File: src/rtl/ram_arbiter.sv
// ram_arbiter: shares one synchronous 16-bit RAM between requester A (CPU data)
// and requester B (loader/DMA). Each access runs IDLE -> ISSUE -> DONE; under
// contention ownership alternates because DONE re-arbitrates straight to the
// other requester.
// Optional macro RAM_ARB_STATS_EN adds per-port saturating ack counters with a
// synchronous clear (i_cnt_clr, o_cnt_a, o_cnt_b).
module ram_arbiter #(
    parameter int BASE_ADDR  = 0,
    parameter int MEM_SIZE   = 1024,
    parameter int PRIORITY_A = 1
) (
    input  logic        i_clk,
    input  logic        i_rst_n,
    input  logic        i_req_a,
    input  logic        i_we_a,
    input  logic [15:0] i_addr_a,
    input  logic [15:0] i_wdata_a,
    output logic        o_ack_a,
    output logic [15:0] o_rdata_a,
    input  logic        i_req_b,
    input  logic        i_we_b,
    input  logic [15:0] i_addr_b,
    input  logic [15:0] i_wdata_b,
    output logic        o_ack_b,
    output logic [15:0] o_rdata_b,
    output logic        o_ram_ce,
    output logic        o_ram_we,
    output logic [15:0] o_ram_addr,
    output logic [15:0] o_ram_wdata,
    input  logic [15:0] i_ram_rdata,
`ifdef RAM_ARB_STATS_EN
    input  logic        i_cnt_clr,
    output logic [15:0] o_cnt_a,
    output logic [15:0] o_cnt_b,
`endif
    output logic        o_busy
);

    typedef enum logic [1:0] {IDLE, ISSUE, DONE} state_t;

    // 17-bit window so BASE_ADDR+MEM_SIZE = 65536 does not wrap.
    localparam logic [16:0] LO_ADDR = 17'(BASE_ADDR);
    localparam logic [16:0] SPAN    = 17'(MEM_SIZE);

    // Offset from base wraps to >= 65537 when addr < base, so one compare covers both bounds.
    function automatic logic in_range(input logic [15:0] addr);
        logic [16:0] off;
        off = {1'b0, addr} - LO_ADDR;
        return off < SPAN;
    endfunction

    state_t      state_q, state_d;
    logic        owner_q, owner_d;          // 0 = A, 1 = B
    logic        ram_ce_q, ram_ce_d;
    logic        ram_we_q, ram_we_d;
    logic [15:0] ram_addr_q, ram_addr_d;
    logic [15:0] ram_wdata_q, ram_wdata_d;
    logic        ack_a_q, ack_a_d;
    logic        ack_b_q, ack_b_d;
    logic        rd_ok_q, rd_ok_d;          // DONE cycle carries in-range read data

    logic        grant;
    logic        grant_b;
    logic        sel_we;
    logic [15:0] sel_addr;
    logic [15:0] sel_wdata;

    // Winner selection: ties in IDLE go by PRIORITY_A, DONE hands over to the non-owner only.
    always_comb begin
        grant   = 1'b0;
        grant_b = 1'b0;
        case (state_q)
            IDLE: begin
                if (i_req_a || i_req_b) begin
                    grant   = 1'b1;
                    grant_b = i_req_b && (!i_req_a || (PRIORITY_A == 0));
                end
            end
            DONE: begin
                if (!owner_q && i_req_b) begin
                    grant   = 1'b1;
                    grant_b = 1'b1;
                end else if (owner_q && i_req_a) begin
                    grant   = 1'b1;
                    grant_b = 1'b0;
                end
            end
            default: ;
        endcase
        sel_we    = grant_b ? i_we_b    : i_we_a;
        sel_addr  = grant_b ? i_addr_b  : i_addr_a;
        sel_wdata = grant_b ? i_wdata_b : i_wdata_a;
    end

    // Next-state and next-output computation for the access sequencer.
    always_comb begin
        state_d     = state_q;
        owner_d     = owner_q;
        ram_ce_d    = 1'b0;
        ram_we_d    = 1'b0;
        ram_addr_d  = ram_addr_q;
        ram_wdata_d = ram_wdata_q;
        ack_a_d     = 1'b0;
        ack_b_d     = 1'b0;
        rd_ok_d     = 1'b0;
        case (state_q)
            IDLE, DONE: begin
                if (grant) begin
                    state_d     = ISSUE;
                    owner_d     = grant_b;
                    ram_addr_d  = sel_addr;
                    ram_wdata_d = sel_wdata;
                    ram_ce_d    = in_range(sel_addr);
                    ram_we_d    = sel_we && in_range(sel_addr);
                end else begin
                    state_d = IDLE;
                end
            end
            ISSUE: begin
                state_d = DONE;
                ack_a_d = !owner_q;
                ack_b_d = owner_q;
                rd_ok_d = ram_ce_q && !ram_we_q;
            end
            default: state_d = IDLE;
        endcase
    end

    // Sequencer state and registered RAM/ack outputs.
    always_ff @(posedge i_clk or negedge i_rst_n) begin
        if (!i_rst_n) begin
            state_q     <= IDLE;
            owner_q     <= 1'b0;
            ram_ce_q    <= 1'b0;
            ram_we_q    <= 1'b0;
            ram_addr_q  <= '0;
            ram_wdata_q <= '0;
            ack_a_q     <= 1'b0;
            ack_b_q     <= 1'b0;
            rd_ok_q     <= 1'b0;
        end else begin
            state_q     <= state_d;
            owner_q     <= owner_d;
            ram_ce_q    <= ram_ce_d;
            ram_we_q    <= ram_we_d;
            ram_addr_q  <= ram_addr_d;
            ram_wdata_q <= ram_wdata_d;
            ack_a_q     <= ack_a_d;
            ack_b_q     <= ack_b_d;
            rd_ok_q     <= rd_ok_d;
        end
    end

    // RAM read data arrives one cycle after ISSUE, i.e. during DONE, so it is steered, not registered.
    assign o_ack_a     = ack_a_q;
    assign o_ack_b     = ack_b_q;
    assign o_rdata_a   = (ack_a_q && rd_ok_q) ? i_ram_rdata : 16'h0000;
    assign o_rdata_b   = (ack_b_q && rd_ok_q) ? i_ram_rdata : 16'h0000;
    assign o_ram_ce    = ram_ce_q;
    assign o_ram_we    = ram_we_q;
    assign o_ram_addr  = ram_addr_q;
    assign o_ram_wdata = ram_wdata_q;
    assign o_busy      = (state_q != IDLE);

`ifdef RAM_ARB_STATS_EN
    logic [15:0] cnt_a_q, cnt_a_d;
    logic [15:0] cnt_b_q, cnt_b_d;

    // Saturating ack counters; clear overrides a same-cycle increment.
    always_comb begin
        cnt_a_d = cnt_a_q;
        cnt_b_d = cnt_b_q;
        if (i_cnt_clr) begin
            cnt_a_d = '0;
            cnt_b_d = '0;
        end else begin
            if (ack_a_q && (cnt_a_q != 16'hFFFF)) cnt_a_d = cnt_a_q + 16'd1;
            if (ack_b_q && (cnt_b_q != 16'hFFFF)) cnt_b_d = cnt_b_q + 16'd1;
        end
    end

    // Counter registers.
    always_ff @(posedge i_clk or negedge i_rst_n) begin
        if (!i_rst_n) begin
            cnt_a_q <= '0;
            cnt_b_q <= '0;
        end else begin
            cnt_a_q <= cnt_a_d;
            cnt_b_q <= cnt_b_d;
        end
    end

    assign o_cnt_a = cnt_a_q;
    assign o_cnt_b = cnt_b_q;
`endif

endmodule

File: config.mk
export PLATFORM = sky130hd
export DESIGN_NAME = ram_arbiter
export DESIGN_NICKNAME = d
export VERILOG_FILES = /design/src/rtl/ram_arbiter.sv
export SDC_FILE = /design/constraint.sdc
export NUM_CORES = 1
export LEC_CHECK = 0
export CAP_MARGIN = 10
export CELL_PAD_IN_SITES_DETAIL_PLACEMENT = 1
export CELL_PAD_IN_SITES_GLOBAL_PLACEMENT = 1
export CORE_AREA = 8 8 74 92
export CTS_CLUSTER_DIAMETER = 120
export DETAILED_ROUTE_END_ITERATION = 16
export DIE_AREA = 0 0 82 100
export DONT_BUFFER_PORTS = 1
export PLACE_DENSITY_LB_ADDON = 0.1
export SYNTH_ARGS = -nofsm -noshare
export SYNTH_HDL_FRONTEND = slang
export SYNTH_SLANG_ARGS = --single-unit
File: constraint.sdc
create_clock -name i_clk -period 1.75 [get_ports i_clk]
set_input_delay 0.175 -clock i_clk [delete_from_list [all_inputs] [get_ports i_clk]]
set_output_delay 0.175 -clock i_clk [all_outputs]
set_load 0.01 [all_outputs]
==> flow_metrics.tcl <==
set metrics [dict create \
    ys.warnings.count 0 \
    hp-class "input port to flip-flop" \
    vias 1578 \
    numPortBuffers 0 \
    setup_tns_ps 0 \
    drive_above_1_share_pct 7.80 \
    start_util_pct 38.5 \
    arrival_ps 1760 \
    postRouteAntennaNets 0 \
    finalPower_mw 3.66 \
    grt_overflow_total 0 \
    ys_seq_elements 40 \
    cp.required_ps 1920 \
    clkLatencyLatePin_ps 290 \
    yosysSeqAreaShare_pct 48.8 \
    pin_count 155 \
    fmax_mhz 631 \
    area_delta_synth_final_pct 8.30 \
    multi_input_area_um2 967 \
    maxCapViolations 0 \
    cp_max_fo 25 \
    diodes 0 \
    cellLeakagePower_nw 1.18 \
    synth.area.top_cells "dfrtp_1, mux2i_1, and3_1" \
    drt-wirelength-per-cell_um 22.9 \
    startpoint_type "flip-flop" \
    synthesis.area_mm2 0.00205 \
    wl_um 6160 \
    fp.dieH_um 100 \
    grt_usage_pct 14.2 \
    worst-setup-path-type "flip-flop to flip-flop" \
    root_buffer "clkbuf_8" \
    avgSynthCellArea_um2 9.95 \
    die-area_mm2 0.00820 \
    layout.nets 290 \
    synthCells 206 \
    hpwl_um 4930 \
    status "completed" \
    fillers 610 \
    most-common-layout-cells "dfrtp_1, mux2i_1, nor2_1" \
    grt_max_degree 41 \
    cts_tree "yes" \
    ys_types 21 \
    power.density_mw_per_mm2 1650 \
    grt_pass1_wl_um 9060 \
    viasPerCell 5.87 \
    cts_buffers 5 \
    gp_congestion 0.794 \
    synth_nets 292 \
    finalMaxSlewViolations 0 \
    antenna_found_initial 0 \
    hold_viol_final 0 \
    fin_crit_sh_pct 90.5 \
    period_needed_ps 1580 \
    clock_skew_ps 4.81 \
    rsz0062_at_grt "false" \
    yosysTopAreaCell "dfrtp_1" \
    setup_violations 0 \
    register_area_mm2 0.00100 \
    synth_top_area_share_pct 48.8 \
    ir_worst_vdd_v 0.000579 \
    clock-sinks 40 \
    tightestPinTransition_ps 612 \
    layout_commonest_cell "dfrtp_1" \
    relSlewSlack_pct 59.2 \
    drc 0 \
    first_pass_iters 4 \
    first_global_vias 1763 \
    cts_max_level 2 \
    drt-initial-drc-count 23 \
    rows 30 \
    cts.path.max_buffers 2 \
    end_kind "flip-flop" \
    die_w_um 82 \
    clkTransAtPathRegs_ps 80 \
    core_region_area_mm2 0.00533 \
]
-- kinds of logic (layout without fill, tap and decap cells) --
group	Yosys count	count (layout)	share of synthesized area, %
mux	35	35	17.1
flops	40	40	48.8
buf+inv	16	15	4.39
compound gates	35	35	9.27
simple gates	80	80	20.4
-- registers in the layout, indices dropped and copies added, names as in the netlist --
signal       count
owner_q          1
o_ram_wdata     16
o_ack_a          1
rd_ok_q          1
o_ram_ce         1
state_q          2
o_ram_addr      16
o_ack_b          1
o_ram_we         1
-- worst max-delay path, cell delays in order, from the launching register on --
cell,delay [ps]
dfrtp_1,460
mux2i_1,170
nand2_2,100
buf_4,370
mux2i_1,260
a21oi_1,90
-- area by class of cell --
type | instances | share of cell area [%]
Multi-Input combinational cell | 150 | 43.5
Clock buffer | 6 | 3.72
Timing Repair Buffer | 6 | 3.44
Tap cell | 64 | 3.61
Sequential cell | 40 | 45.1
Inverter | 1 | 0.169
Clock inverter | 2 | 0.451
-- synthesized netlist by cell type, drive strengths merged --
cell    number
dfrtp       40
mux2i       35
nor2        33
a21oi       32
and3        32
buf         10
clkbuf       5
nor2b        5
nor3         2
or4          2
a211oi       1
a21boi       1
and2         1
and3b        1
inv          1
nand2        1
nand3        1
nand4        1
o32a         1
or2          1
-- timing repair --
item,in CTS,in global routing
hold buffers,2,0
gates resized for setup,0,1
endpoints found under the hold margin,40,0
setup buffers,0,0
endpoints found under the setup margin,0,2
-- final timing paths --
kind,from,endpoint,slack (ps),cells after the start
max,state_q[1],o_ram_addr[2],170,5
min,i_we_a,o_ram_we,30,2
max in group asynchronous,i_rst_n,o_ram_addr[2],1200,2
min in group asynchronous,i_rst_n,o_ram_wdata[9],350,2
max reg2reg,state_q[1],o_ram_addr[2],170,5
min reg2reg,owner_q,o_ack_a,560,1
-- power breakdown --
part           switching, mW  total [mW]  internal (mW)  leakage, nW
Sequential             0.602        1.95           1.34        0.458
Clock                  0.316       0.630          0.315       0.0510
Combinational          0.604        1.08          0.480        0.675
-- metal layers --
layer,GRT usage [%],vias to the layer above,share of wire (%),routed length [µm]
li1,-,713,-,-
met1,14.4,769,34,2110
met2,26.4,90,54,3310
met3,4.38,6,11,673
met4,4.07,0,0.96,59
met5,0,-,0,0
-- per-stage QoR --
stage	worst slack [ps]	cell area, µm²	hold WS, ps	std cells	util [%]
after detailed placement	156	2090	-119	259	39.3
after floorplan	418	2050	-121	206	-
after global routing	25.7	2220	32.6	269	41.7
after global placement	257	2090	-119	259	39.3
after CTS	137	2220	23.1	269	41.6
final	166	2220	32.9	269	41.7
Power figures use the tool's default switching activity.
